--- config.mk ---
export PLATFORM = sky130hd
export DESIGN_NAME = logistic_keygen
export DESIGN_NICKNAME = d
export VERILOG_FILES = /design/src/rtl/keygen_pkg.sv /design/src/rtl/fxp_mul_seq.sv /design/src/rtl/logistic_keygen.sv
export SDC_FILE = /design/constraint.sdc
export NUM_CORES = 1
export LEC_CHECK = 0
export ABC_AREA = 1
export BUFFER_PORTS_ARGS = -buffer_cell sky130_fd_sc_hd__buf_2
export CORE_MARGIN = 4
export CORE_UTILIZATION = 62
export DETAILED_ROUTE_END_ITERATION = 10
export GPL_TIMING_DRIVEN = 1
export PLACE_DENSITY = 0.81
export SKIP_CTS_REPAIR_TIMING = 1
export SLEW_MARGIN = 30
export SYNTH_ARGS = -nofsm -noshare
export SYNTH_HDL_FRONTEND = slang
export SYNTH_SLANG_ARGS = --single-unit
--- constraint.sdc ---
create_clock -name clk -period 2.2 [get_ports clk]
set_clock_uncertainty 0.1 [all_clocks]
set_input_delay 0 -clock clk [delete_from_list [all_inputs] [get_ports clk]]
set_output_delay 0 -clock clk [all_outputs]
set_load 0.03 [all_outputs]
--- src/rtl/keygen_pkg.sv ---
// Shared definitions for the logistic-map keystream generator: default widths,
// reset constants, multiplier cycle count and the controller state encoding.
// Optional feature macro: KEYGEN_PERTURB_EN (adds the LFSR step helper).
package keygen_pkg;

    localparam int unsigned DATA_WIDTH_DEFAULT = 12;
    localparam int unsigned BURN_IN_DEFAULT    = 16;
    localparam int unsigned BURN_W             = 8;
    localparam int unsigned MUL_CYCLES         = 13;
    localparam int unsigned LFSR_W             = 8;

    localparam logic [11:0]       SEED_DEFAULT = 12'h555;
    localparam logic [11:0]       R_DEFAULT    = 12'hFF0;
    localparam logic [LFSR_W-1:0] LFSR_SEED    = 8'hA5;

    typedef enum logic [2:0] {
        IDLE,
        MUL_A,
        MUL_B,
        UPDATE,
        EMIT
    } keygen_state_t;

`ifdef KEYGEN_PERTURB_EN
    // Fibonacci LFSR, taps 8,6,5,4, shifting toward the MSB.
    function automatic logic [LFSR_W-1:0] lfsr_step(input logic [LFSR_W-1:0] q);
        return {q[LFSR_W-2:0], q[7] ^ q[5] ^ q[4] ^ q[3]};
    endfunction
`endif

endpackage

--- src/rtl/fxp_mul_seq.sv ---
// Sequential unsigned shift-add multiplier, one partial product per cycle.
// A start pulse consumes multiplier bit 0 on its own edge, so the product is
// complete B_W edges after start. done_c marks the final accumulate cycle.
// Ports:
//   clk, rst_n     clock, async active-low reset
//   start          load operands and begin (ignored while clear is high)
//   clear          abort any multiply in progress
//   a [A_W]        multiplicand
//   b [B_W]        multiplier
//   product [P_W]  accumulated result, stable once busy drops
//   busy           multiply in progress
//   done_c         combinational: this cycle is the last accumulate step
module fxp_mul_seq
    import keygen_pkg::*;
#(
    parameter int unsigned A_W = DATA_WIDTH_DEFAULT,
    parameter int unsigned B_W = MUL_CYCLES
) (
    input  logic                 clk,
    input  logic                 rst_n,
    input  logic                 start,
    input  logic                 clear,
    input  logic [A_W-1:0]       a,
    input  logic [B_W-1:0]       b,
    output logic [A_W+B_W-1:0]   product,
    output logic                 busy,
    output logic                 done_c
);

    localparam int unsigned P_W = A_W + B_W;
    localparam int unsigned CW  = $clog2(B_W + 1);

    logic [P_W-1:0] mcand;
    logic [B_W-1:0] mplier;
    logic [CW-1:0]  cnt;

    // Shift-add datapath and step counter.
    always_ff @(posedge clk or negedge rst_n) begin
        if (!rst_n) begin
            product <= '0;
            mcand   <= '0;
            mplier  <= '0;
            cnt     <= '0;
            busy    <= 1'b0;
        end else if (clear) begin
            product <= '0;
            cnt     <= '0;
            busy    <= 1'b0;
        end else if (start) begin
            product <= b[0] ? P_W'(a) : '0;
            mcand   <= P_W'(a) << 1;
            mplier  <= b >> 1;
            cnt     <= CW'(B_W - 1);
            busy    <= 1'b1;
        end else if (busy) begin
            if (mplier[0]) begin
                product <= product + mcand;
            end
            mcand  <= mcand << 1;
            mplier <= mplier >> 1;
            cnt    <= cnt - CW'(1);
            if (cnt == CW'(1)) begin
                busy <= 1'b0;
            end
        end
    end

    assign done_c = busy && (cnt == CW'(1));

endmodule

--- src/rtl/logistic_keygen.sv ---
// Logistic-map keystream generator: x <- r*x*(1-x) in fixed point, x as
// unsigned Q0.12 and r as unsigned Q2.10. Both products share one sequential
// multiplier (13 cycles each), giving 27 cycles per iteration. After each seed
// load BURN_IN iterations are discarded before words are emitted.
// Optional macro KEYGEN_PERTURB_EN: an 8-bit LFSR stepped once per update
// perturbs bit 0 of each new x before the zero guard.
// Ports:
//   clk, rst_n      clock, async active-low reset
//   seed_load       one-cycle pulse capturing seed and r_param
//   seed            initial x (0 is replaced by 12'h555)
//   r_param         logistic coefficient r
//   enable          permits new iterations to start
//   key_ready       downstream accept for key_out
//   key_out         current keystream word
//   key_valid       key_out holds a new word
//   busy            an iteration is in progress
module logistic_keygen
    import keygen_pkg::*;
#(
    parameter int unsigned DATA_WIDTH = DATA_WIDTH_DEFAULT,
    parameter int unsigned BURN_IN    = BURN_IN_DEFAULT
) (
    input  logic                  clk,
    input  logic                  rst_n,
    input  logic                  seed_load,
    input  logic [DATA_WIDTH-1:0] seed,
    input  logic [DATA_WIDTH-1:0] r_param,
    input  logic                  enable,
    input  logic                  key_ready,
    output logic [DATA_WIDTH-1:0] key_out,
    output logic                  key_valid,
    output logic                  busy
);

    localparam int unsigned DW    = DATA_WIDTH;
    localparam int unsigned PW    = 2 * DW + 1;
    localparam int unsigned RFRAC = DW - 2;
    localparam int unsigned SW    = PW - RFRAC;

    keygen_state_t     state;
    logic [DW-1:0]     x;
    logic [DW-1:0]     r;
    logic [BURN_W-1:0] burn;

    logic [DW:0]       x_comp;
    logic [DW-1:0]     mul_a;
    logic [DW:0]       mul_b;
    logic [PW-1:0]     mul_p;
    logic              mul_start;
    logic              mul_busy;
    logic              mul_done_c;

    logic [SW-1:0]     scaled;
    logic [DW-1:0]     sat;
    logic [DW-1:0]     x_next;
    logic              unused_bits;

    // 1.0 - x in Q0.12 needs one extra bit (x is never 0, so it stays <= 4095).
    assign x_comp = {1'b1, {DW{1'b0}}} - {1'b0, x};

    // First pass forms a = x*(1-x); second pass forms r*(a>>12).
    assign mul_a     = (state == MUL_A) ? x : r;
    assign mul_b     = (state == MUL_A) ? x_comp : mul_p[PW-1:DW];
    assign mul_start = ((state == MUL_A) || (state == MUL_B)) && !mul_busy;

    fxp_mul_seq #(
        .A_W (DW),
        .B_W (DW + 1)
    ) u_mul (
        .clk     (clk),
        .rst_n   (rst_n),
        .start   (mul_start),
        .clear   (seed_load),
        .a       (mul_a),
        .b       (mul_b),
        .product (mul_p),
        .busy    (mul_busy),
        .done_c  (mul_done_c)
    );

`ifdef KEYGEN_PERTURB_EN
    logic [LFSR_W-1:0] lfsr;

    // Perturbation LFSR: restarts with each seed, steps once per update.
    always_ff @(posedge clk or negedge rst_n) begin
        if (!rst_n) begin
            lfsr <= LFSR_SEED;
        end else if (seed_load) begin
            lfsr <= LFSR_SEED;
        end else if (state == UPDATE) begin
            lfsr <= lfsr_step(lfsr);
        end
    end
`endif

    assign scaled      = mul_p[PW-1:RFRAC];
    assign unused_bits = ^mul_p[RFRAC-1:0];

    // Rescale r*b from Q2.10, saturate, optionally perturb, then guard zero.
    always_comb begin
        sat    = '0;
        x_next = '0;
        sat    = (|scaled[SW-1:DW]) ? '1 : scaled[DW-1:0];
`ifdef KEYGEN_PERTURB_EN
        sat[0] = sat[0] ^ lfsr[0];
`endif
        x_next = (sat == '0) ? DW'(1) : sat;
    end

    // Iteration controller; seed_load overrides every state.
    always_ff @(posedge clk or negedge rst_n) begin
        if (!rst_n) begin
            state     <= IDLE;
            x         <= DW'(SEED_DEFAULT);
            r         <= DW'(R_DEFAULT);
            burn      <= BURN_W'(BURN_IN);
            key_out   <= '0;
            key_valid <= 1'b0;
            busy      <= 1'b0;
        end else if (seed_load) begin
            x         <= (seed == '0) ? DW'(SEED_DEFAULT) : seed;
            r         <= r_param;
            burn      <= BURN_W'(BURN_IN);
            key_valid <= 1'b0;
            state     <= enable ? MUL_A : IDLE;
            busy      <= enable;
        end else begin
            case (state)
                IDLE: begin
                    if (enable) begin
                        state <= MUL_A;
                        busy  <= 1'b1;
                    end
                end
                MUL_A: begin
                    if (mul_done_c) begin
                        state <= MUL_B;
                    end
                end
                MUL_B: begin
                    if (mul_done_c) begin
                        state <= UPDATE;
                    end
                end
                UPDATE: begin
                    x <= x_next;
                    if (burn != '0) begin
                        burn  <= burn - BURN_W'(1);
                        state <= enable ? MUL_A : IDLE;
                        busy  <= enable;
                    end else begin
                        key_out   <= x_next;
                        key_valid <= 1'b1;
                        state     <= EMIT;
                        busy      <= 1'b0;
                    end
                end
                EMIT: begin
                    if (key_ready) begin
                        key_valid <= 1'b0;
                        state     <= enable ? MUL_A : IDLE;
                        busy      <= enable;
                    end
                end
                default: begin
                    state <= IDLE;
                    busy  <= 1'b0;
                end
            endcase
        end
    end

endmodule

==> run metrics <==
hold slack -0.01019 ns; delay-heaviest family, CP simple AND/OR/NAND/NOR gates; via count 7557; DRC violations left 0; TritonCTS clock tree built; DRT antenna net count 0; TritonCTS Buffers 17; switching share of power 0.4227; Cells after Synth 1078; worst path required time 2.45 ns; H-tree levels 4; max cap viols 0; max incr delay on CP 0.40 ns; Hold Path Class in -> reg; sequential power share 0.290; FFs w/ async S/R, synth 1.000; biggest area consumer among synthesized cells dfrtp_1; vias in the first global route 6890; Cell Chain, Critical Path ha_1 > fa_2 > nand3_1 > nand3_1 > nand2_1 > nand2_1 > nand2_1 > nand2_1 > nand2_1 > nand2_1 > o21ai_0; mean area per synthesized cell 6.875 sq um; Core ar. 11560 sq um; top cell type's share of synthesized area 0.3343; starting density of the core 0.6408; routed len/inst 16.25 um; Power Density 1162 nW/um^2; Main synth FF type dfrtp_1; # rows 39; DP HPWL 15260 um; Placer Congestion 1.013; power share of the clock group 0.271; Worst-Skew Late Latency 0.43 ns; router iterations before antenna repair 6; antenna violations before repair 0; Num Clock Sinks 114; Root Driver clkbuf_16; worst slew pin tran 0.7740 ns; f_max 0.4893 GHz; commonest non-fill, non-tap cell in the layout nand2_1; first-pass GRT wire length 34040 um; status finished, violations left; CP startpoint u_mul.product[1]; Longest Clk Path Bufs 2; CP dominant cell by count nand2_1; internal cell power 0.005834 W; critical path type reg -> reg; vias per inst 5.742; Reg clk slew, reported paths 0.05 ns; worst endpoint data arrival time 2.29 ns; antenna fix cells 0; GR Overflow Total 0; # fillers 904; Slew Limit Fails 0; Buffers on Ports 42; gr usage total 0.3061; Slew HR 0.4823; multi-input logic area 3776 sq um; worst vdd ir 718.8 uV; Crit-path slowest cell fa_2; area added between synthesis and finish 17.36%; CP bufs+invs 0; Finished Core Util 0.7520; Storage cell area 2872 sq um; Synth Register Bits 114; most frequent cells in the layout nand2_1 (385), inv_1 (143), dfrtp_1 (99); IO Count 43; Hold Fails Final Rpt 1; Syn. warnings 0; Post-Syn Area 7411 sq um; layout net count 1219; proportion of layout cells with a drive suffix above 1 0.1194; total wire length 21380 um; 1st-iter DRT viols 780; EDFF count, synth 0; setup violators final 0; Synth Net Count 1136; Final Critical Period 2.044 ns; Gate power share 0.440; Leakage Power 4.636 nW; Yosys cell types 38; Crit Reg-Reg Startpoint u_mul.product[1]; width of the die 117.3 um; register area share after synthesis 0.3875; pin count of the biggest net entering global routing 48; die height 117.3 um; Worst setup SP type flop; Area contributors post-synth dfrtp_1 (33%), nand2_1 (20%), inv_1 (7.2%); final worst path period share 0.9290; failing checks hold timing; CP endpoint kind flop; switching pwr 0.004271 W; Die ar. 13770 sq um; RSZ-0062 raised after global routing true; crit-path max FO 4; hold path start seed_load
==> power groups by stage <==
stage	registers [W]	clock network [W]	logic, W
floorplan	0.00288	0	0.00319
finish	0.00293	0.00274	0.00444
CTS	0.00291	0.00274	0.00428
detailed placement	0.00294	0	0.00422
global route	0.00299	0.00285	0.00494
global placement	0.00292	0	0.00416
==> state kept, by name (all words and copies together), names as in the netlist <==
signal and cells:
u_mul.cnt 4, u_mul.mcand 24, u_mul.product 24, key_valid 1, r 12, u_mul.busy 1, burn 8, key_out 12
busy 1, state 3, u_mul.mplier 12, x 12
==> worst min-delay path: stages <==
cell	delay, ns
buf_2	0.19
nor2_1	0.13
nand2_1	0.09
nand2_1	0.08
==> cell type report <==
type	count	share of cell area
multi-input combinational	781	0.4342
timing repair buffer	99	0.08459
tap	143	0.02057
clock inverter	10	0.01252
inverter	148	0.06388
clock buffer	21	0.05409
sequential	114	0.3302
==> final timing paths <==
kind / end / slack (ns) / depth (start not counted)
hold reg to reg: r[4] / 0.36 / 2
max in group asynchronous: u_mul.product[4] / 0.74 / 3
setup reg to reg: u_mul.product[13] / 0.16 / 11
setup / recovery: u_mul.product[13] / 0.16 / 11
hold / removal: state[2] / -0.01 / 4
min in group asynchronous: r[7] / 0.05 / 2
==> per-layer routing <==
layer  up-vias  track usage  part of all wire
met5         -            0                 0
met4         0       0.1254             0.042
met3        75      0.06833             0.087
met2       373       0.4794              0.46
met1      3495       0.4145              0.42
li1       3614            -                 -
==> cells by family (layout without fill, tap and decap cells) <==
group | count (synthesis) | after routing | share of synthesized area
adder cells (fa/ha/maj) | 29 | 29 | 0.04998
buffers and inverters | 183 | 278 | 0.1042
XOR/XNOR | 11 | 11 | 0.01300
AO/OA/AOI/OAI | 155 | 155 | 0.1190
flip-flops | 114 | 114 | 0.3875
AND/OR/NAND/NOR | 586 | 586 | 0.3264
==> Yosys cell counts, types with 2 or more instances <==
cell	count
dfstp_2	15
a21oi_1	40
buf_4	5
nand3b_1	3
xor2_1	4
nand2_1	385
nand4_1	16
o22ai_1	19
xnor2_1	7
clkbuf_1	6
and2_1	3
nor2_4	4
ha_1	28
nor2_1	85
nand2_2	2
buf_2	17
buf_6	6
inv_1	143
nand3_1	79
o21ai_1	12
o211ai_1	10
nor3_1	4
or2_2	2
o21ai_2	5
dfrtp_1	99
inv_2	5
o21ai_0	59
o221ai_1	5
==> per-stage QoR <==
| stage | setup TNS [ns] | total power [W] | instance area, sq um | setup WS, ns | std cells |
|---|---|---|---|---|---|
| floorplan | 0 | 0.006069 | 7411 | 0.3374 | 1078 |
| global placement | 0 | 0.007077 | 7829 | 0.1313 | 1257 |
| detailed placement | 0 | 0.007161 | 7829 | 0.1092 | 1257 |
| CTS | 0 | 0.009944 | 8408 | 0.1176 | 1288 |
| global route | -0.03099 | 0.01077 | 8697 | -0.03099 | 1316 |
| finish | 0 | 0.01011 | 8697 | 0.1562 | 1316 |
Note: power is estimated with default switching activity, not from simulation.
